**src/rtl/fetch_unit_pkg.sv**
```systemverilog
// Shared types and constants for the instruction-fetch stage and the IF/ID
// bundle consumed by decode.
package fetch_unit_pkg;

  typedef enum logic [1:0] {
    ST_IDLE  = 2'd0,
    ST_RUN   = 2'd1,
    ST_HALT  = 2'd2,
    ST_FAULT = 2'd3
  } fetch_state_e;

  localparam logic [31:0] INSTR_BYTES = 32'd4;
  localparam logic [31:0] NOP_INST    = 32'h0000_0013;

  typedef struct packed {
    logic        valid;
    logic [31:0] inst;
    logic [31:0] pc;
    logic [31:0] pc_plus4;
  } ifid_t;

  localparam ifid_t IFID_RESET = '{
    valid:    1'b0,
    inst:     NOP_INST,
    pc:       32'h0000_0000,
    pc_plus4: INSTR_BYTES
  };

endpackage

```
**src/rtl/fetch_unit_if.sv**
```systemverilog
// Instruction-memory port: fetch drives the byte address, memory returns the
// word combinationally in the same cycle.
interface fetch_unit_if;
  logic [31:0] imem_addr;
  logic [31:0] imem_inst;

  modport master (output imem_addr, input imem_inst);
  modport slave  (input imem_addr, output imem_inst);
endinterface

```
**src/rtl/fetch_unit_ifid.sv**
```systemverilog
// IF/ID pipeline register with flush (clear valid, load NOP) over hold over load.
module ifid_reg
  import fetch_unit_pkg::*;
(
  input  logic  clk,
  input  logic  rst_n,
  input  logic  hold,
  input  logic  flush,
  input  ifid_t d,
  output ifid_t q
);

  ifid_t q_r;

  // Pipeline register; on flush the pc fields keep their last value.
  always_ff @(posedge clk) begin
    if (!rst_n) begin
      q_r <= IFID_RESET;
    end else if (flush) begin
      q_r.valid <= 1'b0;
      q_r.inst  <= NOP_INST;
    end else if (hold) begin
      q_r <= q_r;
    end else begin
      q_r <= d;
    end
  end

  assign q = q_r;

endmodule

```
**src/rtl/fetch_unit.sv**
```systemverilog
// Instruction-fetch stage: owns the PC, drives instruction memory and fills
// the IF/ID register; handles start, stall, redirect/flush, halt and fault.
module fetch_unit
  import fetch_unit_pkg::*;
#(
  parameter logic [31:0] PC_RESET = 32'h0000_0000,
  parameter logic [31:0] PC_LIMIT = 32'd64
) (
  input  logic                clk,
  input  logic                rst_n,
  input  logic                start_i,
  input  logic                stall_i,
  input  logic                redirect_i,
  input  logic [31:0]         redirect_pc_i,
  fetch_unit_if.master        imem,
  output logic                ifid_valid_o,
  output logic [31:0]         ifid_inst_o,
  output logic [31:0]         ifid_pc_o,
  output logic [31:0]         ifid_pc_plus4_o,
  output logic                halted_o,
  output logic                fault_o,
  output logic [31:0]         fetch_count_o
);

  fetch_state_e state_r, state_s;
  logic [31:0]  pc_r, pc_s;
  logic [31:0]  count_r, count_s;
  logic         ifid_hold_s;
  logic         ifid_flush_s;
  ifid_t        ifid_d_s;
  ifid_t        ifid_q_s;

  // State, PC and delivered-instruction counter.
  always_ff @(posedge clk) begin
    if (!rst_n) begin
      state_r <= ST_IDLE;
      pc_r    <= PC_RESET;
      count_r <= 32'd0;
    end else begin
      state_r <= state_s;
      pc_r    <= pc_s;
      count_r <= count_s;
    end
  end

  // Next-state and IF/ID control; redirect outranks stall, stall outranks the limit check.
  always_comb begin
    state_s           = state_r;
    pc_s              = pc_r;
    count_s           = count_r;
    ifid_hold_s       = 1'b1;
    ifid_flush_s      = 1'b0;
    ifid_d_s.valid    = 1'b1;
    ifid_d_s.inst     = imem.imem_inst;
    ifid_d_s.pc       = pc_r;
    ifid_d_s.pc_plus4 = pc_r + INSTR_BYTES;

    case (state_r)
      ST_IDLE: begin
        if (start_i) begin
          state_s = ST_RUN;
        end else begin
          state_s = ST_IDLE;
        end
      end
      ST_RUN: begin
        if (redirect_i) begin
          ifid_flush_s = 1'b1;
          if (redirect_pc_i[1:0] != 2'b00) begin
            state_s = ST_FAULT;
          end else if (redirect_pc_i >= PC_LIMIT) begin
            state_s = ST_HALT;
          end else begin
            pc_s = redirect_pc_i;
          end
        end else if (stall_i) begin
          ifid_hold_s = 1'b1;
        end else if (pc_r >= PC_LIMIT) begin
          state_s      = ST_HALT;
          ifid_flush_s = 1'b1;
        end else begin
          ifid_hold_s = 1'b0;
          pc_s        = pc_r + INSTR_BYTES;
          count_s     = count_r + 32'd1;
        end
      end
      ST_HALT:  state_s = ST_HALT;
      ST_FAULT: state_s = ST_FAULT;
      default:  state_s = ST_IDLE;
    endcase
  end

  ifid_reg u_ifid (
    .clk   (clk),
    .rst_n (rst_n),
    .hold  (ifid_hold_s),
    .flush (ifid_flush_s),
    .d     (ifid_d_s),
    .q     (ifid_q_s)
  );

  assign imem.imem_addr  = pc_r;
  assign ifid_valid_o    = ifid_q_s.valid;
  assign ifid_inst_o     = ifid_q_s.inst;
  assign ifid_pc_o       = ifid_q_s.pc;
  assign ifid_pc_plus4_o = ifid_q_s.pc_plus4;
  assign halted_o        = (state_r == ST_HALT);
  assign fault_o         = (state_r == ST_FAULT);
  assign fetch_count_o   = count_r;

endmodule

```
**src/flat_wrapper.sv**
```systemverilog
// flat-port wrapper written by rule: the top's interface ports become plain ports
module fetch_unit_flat import fetch_unit_pkg::*;
#(
  parameter logic [31:0] PC_RESET = 32'h0000_0000,
  parameter logic [31:0] PC_LIMIT = 32'd64
)
  (clk, rst_n, start_i, stall_i, redirect_i, redirect_pc_i, ifid_valid_o, ifid_inst_o, ifid_pc_o, ifid_pc_plus4_o, halted_o, fault_o, fetch_count_o, imem_imem_addr, imem_imem_inst);
  fetch_unit_if imem_i ();
  input  logic clk;
  input  logic rst_n;
  input  logic start_i;
  input  logic stall_i;
  input  logic redirect_i;
  input  logic [31:0] redirect_pc_i;
  output logic ifid_valid_o;
  output logic [31:0] ifid_inst_o;
  output logic [31:0] ifid_pc_o;
  output logic [31:0] ifid_pc_plus4_o;
  output logic halted_o;
  output logic fault_o;
  output logic [31:0] fetch_count_o;
  output wire logic [$bits(imem_i.imem_addr)-1:0] imem_imem_addr;
  input wire logic [$bits(imem_i.imem_inst)-1:0] imem_imem_inst;
  assign imem_imem_addr = imem_i.imem_addr;
  assign imem_i.imem_inst = imem_imem_inst;
  fetch_unit #(.PC_RESET(PC_RESET), .PC_LIMIT(PC_LIMIT)) u_core (.clk(clk), .rst_n(rst_n), .start_i(start_i), .stall_i(stall_i), .redirect_i(redirect_i), .redirect_pc_i(redirect_pc_i), .imem(imem_i), .ifid_valid_o(ifid_valid_o), .ifid_inst_o(ifid_inst_o), .ifid_pc_o(ifid_pc_o), .ifid_pc_plus4_o(ifid_pc_plus4_o), .halted_o(halted_o), .fault_o(fault_o), .fetch_count_o(fetch_count_o));
endmodule
```
**config.mk**
```make
export PLATFORM = sky130hd
export DESIGN_NAME = fetch_unit_flat
export DESIGN_NICKNAME = d
export VERILOG_FILES = /design/src/rtl/fetch_unit_pkg.sv /design/src/rtl/fetch_unit_if.sv /design/src/rtl/fetch_unit_ifid.sv /design/src/rtl/fetch_unit.sv /design/src/flat_wrapper.sv
export SDC_FILE = /design/constraint.sdc
export NUM_CORES = 1
export LEC_CHECK = 0
export BUFFER_PORTS_ARGS = -buffer_cell sky130_fd_sc_hd__buf_2
export CORE_MARGIN = 2
export CORE_UTILIZATION = 24
export CTS_CLUSTER_DIAMETER = 100
export DETAILED_ROUTE_END_ITERATION = 8
export PLACE_DENSITY = 0.52
export RECOVER_POWER = 50
export SETUP_SLACK_MARGIN = 0.4
export SLEW_MARGIN = 40
export SYNTH_ARGS = -nofsm -noshare
export SYNTH_HDL_FRONTEND = slang
export SYNTH_SLANG_ARGS = --single-unit
```
**constraint.sdc**
```tcl
create_clock -name clk -period 3.4 [get_ports clk]
set_input_delay 0.68 -clock clk [delete_from_list [all_inputs] [get_ports clk]]
set_output_delay 0.68 -clock clk [all_outputs]
set_load 0.05 [all_outputs]
```
======== After elaboration in Yosys (flattened, before gate mapping) ========
Cells that the tools add are included.
Widths: inputs -> output; s select.
word-level totals
  flip-flop bits (word level) ............. 163
  input bits .............................. 69
operators by class
  add/sub/neg operators ................... 2
  $lt $le $gt $ge ......................... 2
  eq/ne operators ......................... 10
  muxes and demuxes ....................... 19
  bitwise gates (word level) .............. 6
  reduce and logical (&&, ||, !) cells .... 7
operators with widths
  operator               count
  $mux 32                5
  $ge 32x7->1 const B    2
  $add 32x1->32 const B  1
  $add 32x3->32 const B  1
  $mux 2                 5
  $mux 1                 8
  $pmux 2 s4             1
  $ne 2x2->1 const B     3
  $not 1->1              6
  $reduce_and 5->1       1
  $eq 2x2->1 const B     2
  $ne 4x2->1 const B     1
  $reduce_and 4->1       1
  $ne 3x2->1 const B     1
  $ne 3x3->1 const B     1
  $reduce_and 3->1       1
  $eq 2x1->1 const B     1
  $logic_not 2->1        1
  $ne 2x1->1 const B     1
  $reduce_and 2->1       1
  $reduce_bool 2->1      1
  $reduce_or 2->1        1

======== Longest topological paths before layout ========
Gate-level depths: netlist of run 1.
  word-level depth ........................ 7
  gate-level depth with buffers ........... 7
  depth with buffers taken out ............ 5

======== Modules after synthesis ========
From an unflattened synthesis of run 1, not the netlist that was laid out.
second synthesis, totals
  cells, all modules ...................... 822
  area total of the unflattened synthesis .. 7581.0 µm²
modules (own cells, without submodules)
  module      instances  cells an instance  area an instance (µm²)  sequential area each (µm²)
  fetch_unit  1          422                3812.4                  1321.3
  ifid_reg    1          400                3768.6                  1941.9

======== Worst setup path after synthesis of run 1 ========
No wires, ideal clock.
  path type ............................... flip-flop to flip-flop
  from .................................... reg u_core.count_r[13], in the netlist u_core.fetch_count_o[13]
  to ...................................... reg u_core.count_r[29], in the netlist u_core.fetch_count_o[29]
  data arrival time ....................... 2.059 ns
  required time ........................... 3.330 ns
  setup slack ............................. 1.271 ns
  stages on the path, launching flop included .. 6
  buffers on the path ..................... 0
  period minus slack after synthesis ...... 2.129 ns
  path through ............................ dfxtp_1 > nand4_1 > nor3_2 > nand4_2 > or4_1 > a21oi_1
on the way
  word-level cells in the longest chain between the ends .. 1
RTL lines
  item                      line              text
  start: declaration        fetch_unit.sv:27  logic [31:0] count_r, count_s;
  start signal: assignment  fetch_unit.sv:42  count_r <= count_s;
  $add 32x1->32             fetch_unit.sv:84  count_s = count_r + 32'd1;
Every way passes these cells.
A chain may end at the register's enable or synchronous reset.

======== Worst setup path in the final report of run 1 ========
  from .................................... reg u_core.state_r[0]
  to ...................................... reg u_core.count_r[31], in the netlist u_core.fetch_count_o[31]
on the way
  word-level cells in the longest chain between the ends .. 2
RTL lines
  item                               line              text
  start: declaration                 fetch_unit.sv:25  fetch_state_e state_r, state_s;
  start signal: assignment           fetch_unit.sv:40  state_r <= state_s;
  $eq 2x1->1                         fetch_unit.sv:58  case (state_r)
  $reduce_and 4->1 (no source line)  --
Every way passes these cells.

==> results.md, run 1 <==
- In this run the clock root is driven by a sky130_fd_sc_hd__clkbuf_16.
- STA classifies the critical path endpoint as a flop.
- The number of placement rows is between 50 and 60.
- In this run the deepest clock path goes through 2 buffers.
- Dividing total power by cell area gives a power density of 526 nW/µm².
- Synthesis produced a netlist whose cell count is 652.
- The hold buffer count at CTS is 0.
- For this block, the initial DRC count from the detailed router was 277.
- The detail route stage leaves a number of antenna-violating nets equal to 0.
- The initial utilization of the core area, before any placement, comes to 24.3%.
- In this run, synthesis produced a sequential element count of 161.
- Clock tree synthesis found a total of 161 sinks.
- The layout filler cell count is 2720.
- The number of synthesized flops with an enable pin is 0.
- The clock-pin slew on the worst setup and hold paths is 0.07 ns.
- The peak fanout along the critical path is 17.
- The most used flip-flop cell after synthesis is sky130_fd_sc_hd__dfxtp_1.
- The Yosys step of the flow raised 0 warnings.
- Setup repair after global routing left no endpoint under its margin.
- The final-report hold violation count is 0.
- The actual transition at the worst max-transition pin is 0.707 ns.
- The level count of the clock H-tree is 4.
- The min-delay analysis places its worst path in the category reg -> reg.
- The clock skew is 0.00975 ns.
- The critical path class is reg -> reg.
- After synthesis the cells add up to 6080 µm².
- The number of search-and-repair iterations in the first detailed-routing pass is 4.
- The congestion estimate from routability-driven global placement came to between 0.7 and 0.8.
- The total negative setup slack is 0 ns.
- The via count of the first global-routing pass is 4602.
- The period utilization is 69.6%.
- The number of max-cap violations is 0.
- The mean cell area of the mapped netlist is between 9 and 10 µm².
- For the worst setup path, the data required time is 3.75 ns.
- The area inside the core boundary is 25000 µm².
- The peak supply drop is around 0.22 mV.
- When the netlist entered floorplanning its net count stood at 724.
- In this run the static leakage power is 0.00310 µW.
- The count of unresolved DRC violations after routing is 0.
- Derived from the worst setup path, the maximum achievable clock frequency is 0.422 GHz.
- The net count of the finished layout is ~910.
- The HPWL after detailed placement is ~12000 µm.
- The element type at the critical path start is a flop.
- Measured along the y axis, the die boundary spans around 160 µm.
- Setup violations remaining at the end of the flow were counted as 0.
- Clock tree synthesis inserted a total of 17 buffers.
- The area growth from synthesis to layout is 27.3%.
- The count of input and output buffers is 231.
- The final design utilization is between 30% and 40%.
- The fraction of layout instances using a drive strength above 1 is 15.8%.
- The wire length per cell is around 14 µm.
- Counting flops with an async set or reset pin after synthesis yields a share of 0%.
- The number of antenna violations at the first check in global routing was 1.
- The total count of max-transition violations in the final report came to 0.
- Summed over all layers, the global routing overflow is 0.
- After detailed routing, the total wire length is 17100 µm.
- The number of different library cells in the post-synthesis netlist is ~50.
- 0 antenna diodes ended up in the layout.
- The overall fraction of global-route tracks in use is 12.5%.
- The die boundary width is 163 µm.
- Post-CTS timing repair inserted 0 buffers for setup.
- The die footprint is 26600 µm².
- The worst-skew pair later-pin latency is 0.42 ns.
- TritonCTS built the clock tree.
- The post-cts sizing count is 0.
- The first global-routing pass estimated 26100 µm of wire.
- 232 I/O pins were placed.
- After detailed routing, the number of vias per cell comes to 4.28.
- The share of the yosys chip area belonging to registers is 53.0%.
- The worst endpoint data arrival time is 2.72 ns.
- The max-slew headroom at the worst pin is 52.9%.
- The flow ran to the end, and the final reports show no timing, DRC or antenna violations.
- The final critical-path required period is around 2.4 ns.
- The maximum number of pins on one net before global-route repair is 78.
- Summing over every cut layer, the via total after detailed routing is 5061.
==> through the flow <==
| step | power [µW] | std cells | setup WS, ns | hold WS, ns | cell area [µm²] |
|---|---|---|---|---|---|
| 2_1_floorplan | 2100 | 652 | 1.27 | 0.445 | 6080 |
| 3_5_place_dp | 2190 | 1150 | 0.739 | 0.440 | 7350 |
| 4_1_cts | 4140 | 1182 | 1.04 | 0.449 | 7940 |
| 6_report | 4070 | 1182 | 1.03 | 0.450 | 7740 |
| 5_1_grt | 4230 | 1182 | 0.848 | 0.457 | 7740 |
| 3_3_place_gp | 2190 | 1150 | 0.760 | 0.436 | 7350 |
==> synth_stat cells, drive strengths merged (3+ instances only) <==
| library cell | count | share of area [%] |
|---|---|---|
| or3 | 11 | 1.1 |
| nand3b | 3 | 0.37 |
| mux2i | 12 | 2.0 |
| ha | 3 | 0.62 |
| and4 | 5 | 0.76 |
| o31ai | 6 | 0.74 |
| o221ai | 4 | 0.58 |
| nor4b | 3 | 0.68 |
| inv | 10 | 0.62 |
| nor2 | 15 | 0.97 |
| nand2b | 9 | 0.93 |
| clkbuf | 25 | 1.5 |
| and3 | 57 | 5.9 |
| o21ai | 13 | 1.1 |
| nor3 | 3 | 0.33 |
| dfxtp | 161 | 53 |
| a21oi | 62 | 5.1 |
| nand3 | 15 | 1.2 |
| or4 | 6 | 0.74 |
| buf | 45 | 5.1 |
| xnor2 | 3 | 0.43 |
| nand2 | 108 | 6.7 |
| nor4 | 13 | 2.3 |
| and2 | 29 | 3.0 |
| nand4 | 18 | 2.4 |
==> sequential cells by signal (all words and copies together), names as in the netlist <==
register,cells
u_core.u_ifid.q,95
u_core.fetch_count_o,32
u_core.imem.imem_addr,32
u_core.state_r,2
==> worst max-delay path, stage by stage, from the launching register on <==
cell	delay (ns)
sky130_fd_sc_hd__dfxtp_1	0.55
sky130_fd_sc_hd__nor4b_4	0.47
sky130_fd_sc_hd__and2_4	0.25
sky130_fd_sc_hd__nand4_2	0.32
sky130_fd_sc_hd__or4_1	0.57
sky130_fd_sc_hd__a21oi_1	0.15
==> power breakdown <==
| part | leakage (µW) | switching (µW) | internal, µW |
|---|---|---|---|
| clock | 0.000281 | 837 | 1090 |
| combinational | 0.00152 | 158 | 68.1 |
| sequential | 0.00130 | 15.8 | 1900 |
| total | 0.00310 | 1010 | 3060 |
==> per-layer routing <==
| layer | global-route usage (%) | vias up | wire length (µm) |
|---|---|---|---|
| li1 | - | 2598 | - |
| met1 | 17.0 | 2305 | 8300 |
| met2 | 19.1 | 149 | 7550 |
| met3 | 4.32 | 9 | 1070 |
| met4 | 3.14 | 0 | 158 |
| met5 | 0 | - | 0 |
==> layout make-up <==
class                           instances  area, µm²  area share [%]
Clock buffer                           21        470            6.08
Clock inverter                         11        119            1.54
Inverter                               10       37.5           0.485
Multi-Input combinational cell        411       2450            31.7
Sequential cell                       161       3220            41.6
Tap cell                              330        413            5.33
Timing Repair Buffer                  238       1020            13.2
==> kinds of logic (layout without fill, tap and decap cells) <==
group | Yosys count | count (layout) | synth area share (%)
and+or+nand+nor | 298 | 298 | 27.8
muxes | 13 | 13 | 2.16
adders and majority gates | 3 | 3 | 0.618
DFF | 161 | 161 | 53.0
AOI/OAI and AO/OA | 92 | 92 | 8.42
buffers and inverters | 80 | 280 | 7.29
xor gates and xnor gates | 5 | 5 | 0.721
==> worst paths after layout <==
check / startpoint / end / slack (ns) / cells after the start
setup / recovery: u_core.state_r[0] / u_core.fetch_count_o[31] / 1.03 / 5
hold / removal: u_core.u_ifid.q[89] / u_core.u_ifid.q[89] / 0.45 / 2
setup reg to reg: u_core.state_r[0] / u_core.fetch_count_o[31] / 1.03 / 5
hold reg to reg: u_core.u_ifid.q[89] / u_core.u_ifid.q[89] / 0.45 / 2
==> placed cells by master, fill, tap and decap left out, types with 11 or more instances in the layout <==
cell	count
sky130_fd_sc_hd__dfxtp_1	161
sky130_fd_sc_hd__clkbuf_1	158
sky130_fd_sc_hd__nand2_1	108
sky130_fd_sc_hd__buf_2	74
sky130_fd_sc_hd__a21oi_1	62
sky130_fd_sc_hd__and3_1	56
sky130_fd_sc_hd__and2_1	28
sky130_fd_sc_hd__clkbuf_16	17
sky130_fd_sc_hd__nor2_1	14
sky130_fd_sc_hd__nand4_1	14
sky130_fd_sc_hd__nand3_1	14
sky130_fd_sc_hd__o21ai_0	13
sky130_fd_sc_hd__mux2i_1	12
sky130_fd_sc_hd__or3_1	11
Power figures use the tool's default switching activity.
==> run 2: changes to the inputs <==
--- a/config.mk
+++ b/config.mk
@@ -10,7 +10,7 @@
 export CORE_UTILIZATION = 24
 export CTS_CLUSTER_DIAMETER = 100
 export DETAILED_ROUTE_END_ITERATION = 8
-export PLACE_DENSITY = 0.52
+export PLACE_DENSITY = 0.54
 export RECOVER_POWER = 50
 export SETUP_SLACK_MARGIN = 0.4
 export SLEW_MARGIN = 40
==> constraint.sdc (replaced) <==
create_clock -name clk -period 2.1 [get_ports clk]
set_input_delay 0.42 -clock clk [delete_from_list [all_inputs] [get_ports clk]]
set_output_delay 0.42 -clock clk [all_outputs]
set_load 0.05 [all_outputs]
==> results.md, run 2 (synthesized netlist as in run 1, its figures left out) <==
- The flow ran to the end, and the final reports show no timing, DRC or antenna violations.
- Once detailed placement completed, the half-perimeter wirelength came to 12200 µm.
- The peak supply drop is approximately 0.35 mV.
- The longest clock path from root to sink contains 2 buffers.
- The worst-case register-to-register setup slack is between 0.1 and 0.15 ns.
- The area inside the core boundary is 25000 µm².
- Dividing total power by cell area gives a power density of 713 nW/µm².
- The worst hold slack is approximately 0.21 ns.
- Data on the critical path is required at its endpoint by 2.46 ns.
- The most common cell after layout, fill and taps aside is sky130_fd_sc_hd__clkbuf_1.
- The total count of max-transition violations in the final report came to 0.
- For this run, the detailed router's first-pass iteration total came to 4.
- Along the worst path, the maximum fanout reaches 6.
- Dividing the detail-routed wire length by the instance count gives roughly 16 µm.
- The number of CTS-inserted buffers is 17.
- The net switching share of the total power is between 20% and 30%.
- The die covers 26600 µm².
- The via-per-instance ratio is about 4.4.
- After detailed routing, the number of remaining DRC violations is 0.
- The clock network accounts for between 40% and 50% of the total power.
- The detailed router placed around 5500 vias in this run.
- The layout filler cell count is about 2500.
- In this run the most critical hold path is launched from imem_imem_inst[0].
- The maximum clock rate is 0.513 GHz.
- The worst path needs 1.95 ns of the cycle, external delays included.
- Across all setup checks in the final design, the least slack found is around 0.15 ns.
- Clock skew on the completed layout was measured at 0.0106 ns.
- The count of cells along the worst register-to-register path is 7.
- The switching power summed over all nets is 1730 µW.
- The worst-skew pair later-pin latency is 0.42 ns.
- The analysis attributes to cell leakage a power of 0.00377 µW.
- The initial utilization of the core area, before any placement, comes to 24.3%.
- The via count of the first global-routing pass came to just under 5000.
- The level count of the clock H-tree is 4.
- The die boundary width is approximately 160 µm.
- The worst hold path was traced through 3 stages.
- The maximum number of pins on one net before global-route repair is 82.
- Compared with the post-synthesis result, the final layout area differs by 55.4%.
- The overall fraction of global-route tracks in use is 13.8%.
- The actual transition at the worst max-transition pin is between 0.7 and 0.8 ns.
- The worst stage delay on the critical path is 0.35 ns.
- The number of max-cap violations is 0.
- The minimum setup slack after placement is -0.00138 ns.
- The worst min-delay path category is in -> reg.
- In the final layout, the share of cells above drive strength 1 is approximately 37%.
- The floorplan step set the die height to ~160 µm.
- The end of the worst register-to-register path is u_core.fetch_count_o[25].
- The final layout contains approximately 980 nets.
- The critical path class is reg -> reg.
- The critical path goes through nor4_4 > and4_4 > buf_12 > nand4_4 > buf_6 > or3_4 > a21oi_2.
- The register with the most flip-flops in the layout has 95 of them.
- The first global-routing pass estimated approximately 28000 µm of wire.
- The number of antenna violations at the first check in global routing was 1.
- The dominant delay contributor by cell family on the critical path is simple AND/OR/NAND/NOR gates.
- The combined area of the multi-input logic cells is 3130 µm².
- The congestion estimate from routability-driven global placement came to about 0.74.
- Headroom to the max-slew limit came out at 50.0%.
- STA classifies the critical path startpoint as a flop.
- Data arrives at the worst endpoint at 2.31 ns.
- The count of nets left with antenna violations once routing finished came out at 0.
- Counting both buffers and inverters, the worst setup path holds a total of 2.
- The internal power consumption is 5010 µW.
- The sequential cell area is 3320 µm².
- The number of I/O pins is 232.
- Port buffering added 231 buffers.
- The final design utilization is 37.7%.
- TritonCTS built the clock tree.
- The path with the worst hold slack has its endpoint at u_core.u_ifid.q[64].
- Of the total power, registers draw 45.8%.
- Setup repair after global routing could not meet its margin everywhere.
- The starting DRC count in detailed routing is 258.
- Dividing the final minimum period by the clock period gives 92.9%.
- The final count of negative-setup-slack endpoints is 0.
- The clock drives 161 sinks.
- The root buffer cell chosen for the clock tree is sky130_fd_sc_hd__clkbuf_16.
- For this block, the routed nets add up to 20200 µm of wire.
- Global routing finished with a remaining overflow of 0.
- The floorplan has just under 60 rows.
- The top cell types in the final layout, fill and taps aside, are sky130_fd_sc_hd__clkbuf_1, sky130_fd_sc_hd__dfxtp_1, sky130_fd_sc_hd__buf_2.
- The worst setup path is captured at a flop.
- The clock-pin slew on the worst setup and hold paths is 0.07 ns.
- The origin of the critical flop-to-flop path is u_core.imem.imem_addr[9].
- The combinational fraction of design power is 8.6%.
- The largest individual stage delay along the critical path comes from the cell sky130_fd_sc_hd__dfxtp_4.
- After routing, the total negative slack on setup checks comes to 0 ns.
- The final-report hold violation count is 0.
==> run 2: worst max path at each step <==
| stage | slack, ns | from | to | cells after the start |
|---|---|---|---|---|
| floorplan | 0.33 | u_core.fetch_count_o[23] | u_core.fetch_count_o[29] | 5 |
| global placement | 0.03 | redirect_i | u_core.fetch_count_o[10] | 7 |
| detailed placement | -0.001 | redirect_i | u_core.fetch_count_o[10] | 7 |
| CTS | 0.17 | u_core.imem.imem_addr[8] | u_core.fetch_count_o[25] | 7 |
| global route | 0.06 | u_core.state_r[0] | u_core.imem.imem_addr[3] | 7 |
| finish | 0.15 | u_core.imem.imem_addr[9] | u_core.fetch_count_o[25] | 7 |
==> run 2: power by group through the flow <==
| stage | Sequential, µW | Combinational (µW) | Clock [µW] |
|---|---|---|---|
| after floorplan | 3210 | 164 | 0 |
| after global placement | 3150 | 396 | 0 |
| after detailed placement | 3150 | 399 | 0 |
| after CTS | 3080 | 470 | 3170 |
| after global routing | 3080 | 618 | 3290 |
| final | 3080 | 579 | 3070 |
==> run 2: layout make-up <==
class | count | area share [%]
Timing Repair Buffer | 299 | 20.7
Sequential cell | 161 | 35.1
Antenna cell | 1 | 0.0265
Inverter | 10 | 0.397
Multi-Input combinational cell | 415 | 33.2
Clock inverter | 11 | 0.954
Tap cell | 330 | 4.37
Clock buffer | 21 | 5.21
==> run 2: timing repair <==
| action | in CTS | in global routing |
|---|---|---|
| gates cloned | 8 | 11 |
| gates resized for setup | 58 | 140 |
| pin swaps | 34 | 67 |
| buffers inserted | 22 | 9 |
| hold buffers | 0 | 0 |
| hold endpoints to repair | 0 | 0 |
| setup endpoints to repair | 134 | 163 |
==> run 2: routing by layer <==
layer | global-route usage (%) | wire length, µm
met2 | 21.4 | 9610
met4 | 3.98 | 282
met1 | 18.9 | 9340
met3 | 3.61 | 996
met5 | 0 | 0
==> run 2: worst reg2reg max path: stages (launching register included) <==
cell and delay (ns):
sky130_fd_sc_hd__dfxtp_4 0.35, sky130_fd_sc_hd__nor4_4 0.34, sky130_fd_sc_hd__and4_4 0.33, sky130_fd_sc_hd__buf_12 0.12, sky130_fd_sc_hd__nand4_4 0.13, sky130_fd_sc_hd__buf_6 0.17
sky130_fd_sc_hd__or3_4 0.35, sky130_fd_sc_hd__a21oi_2 0.10
==> run 2: through the flow <==
step	instance area, µm²	instances	total power, µW
after CTS	8810	1227	6720
after floorplan	6200	652	3380
final	9450	1248	6730
after global routing	9450	1248	6990
after detailed placement	7600	1165	3540
after global placement	7590	1165	3540
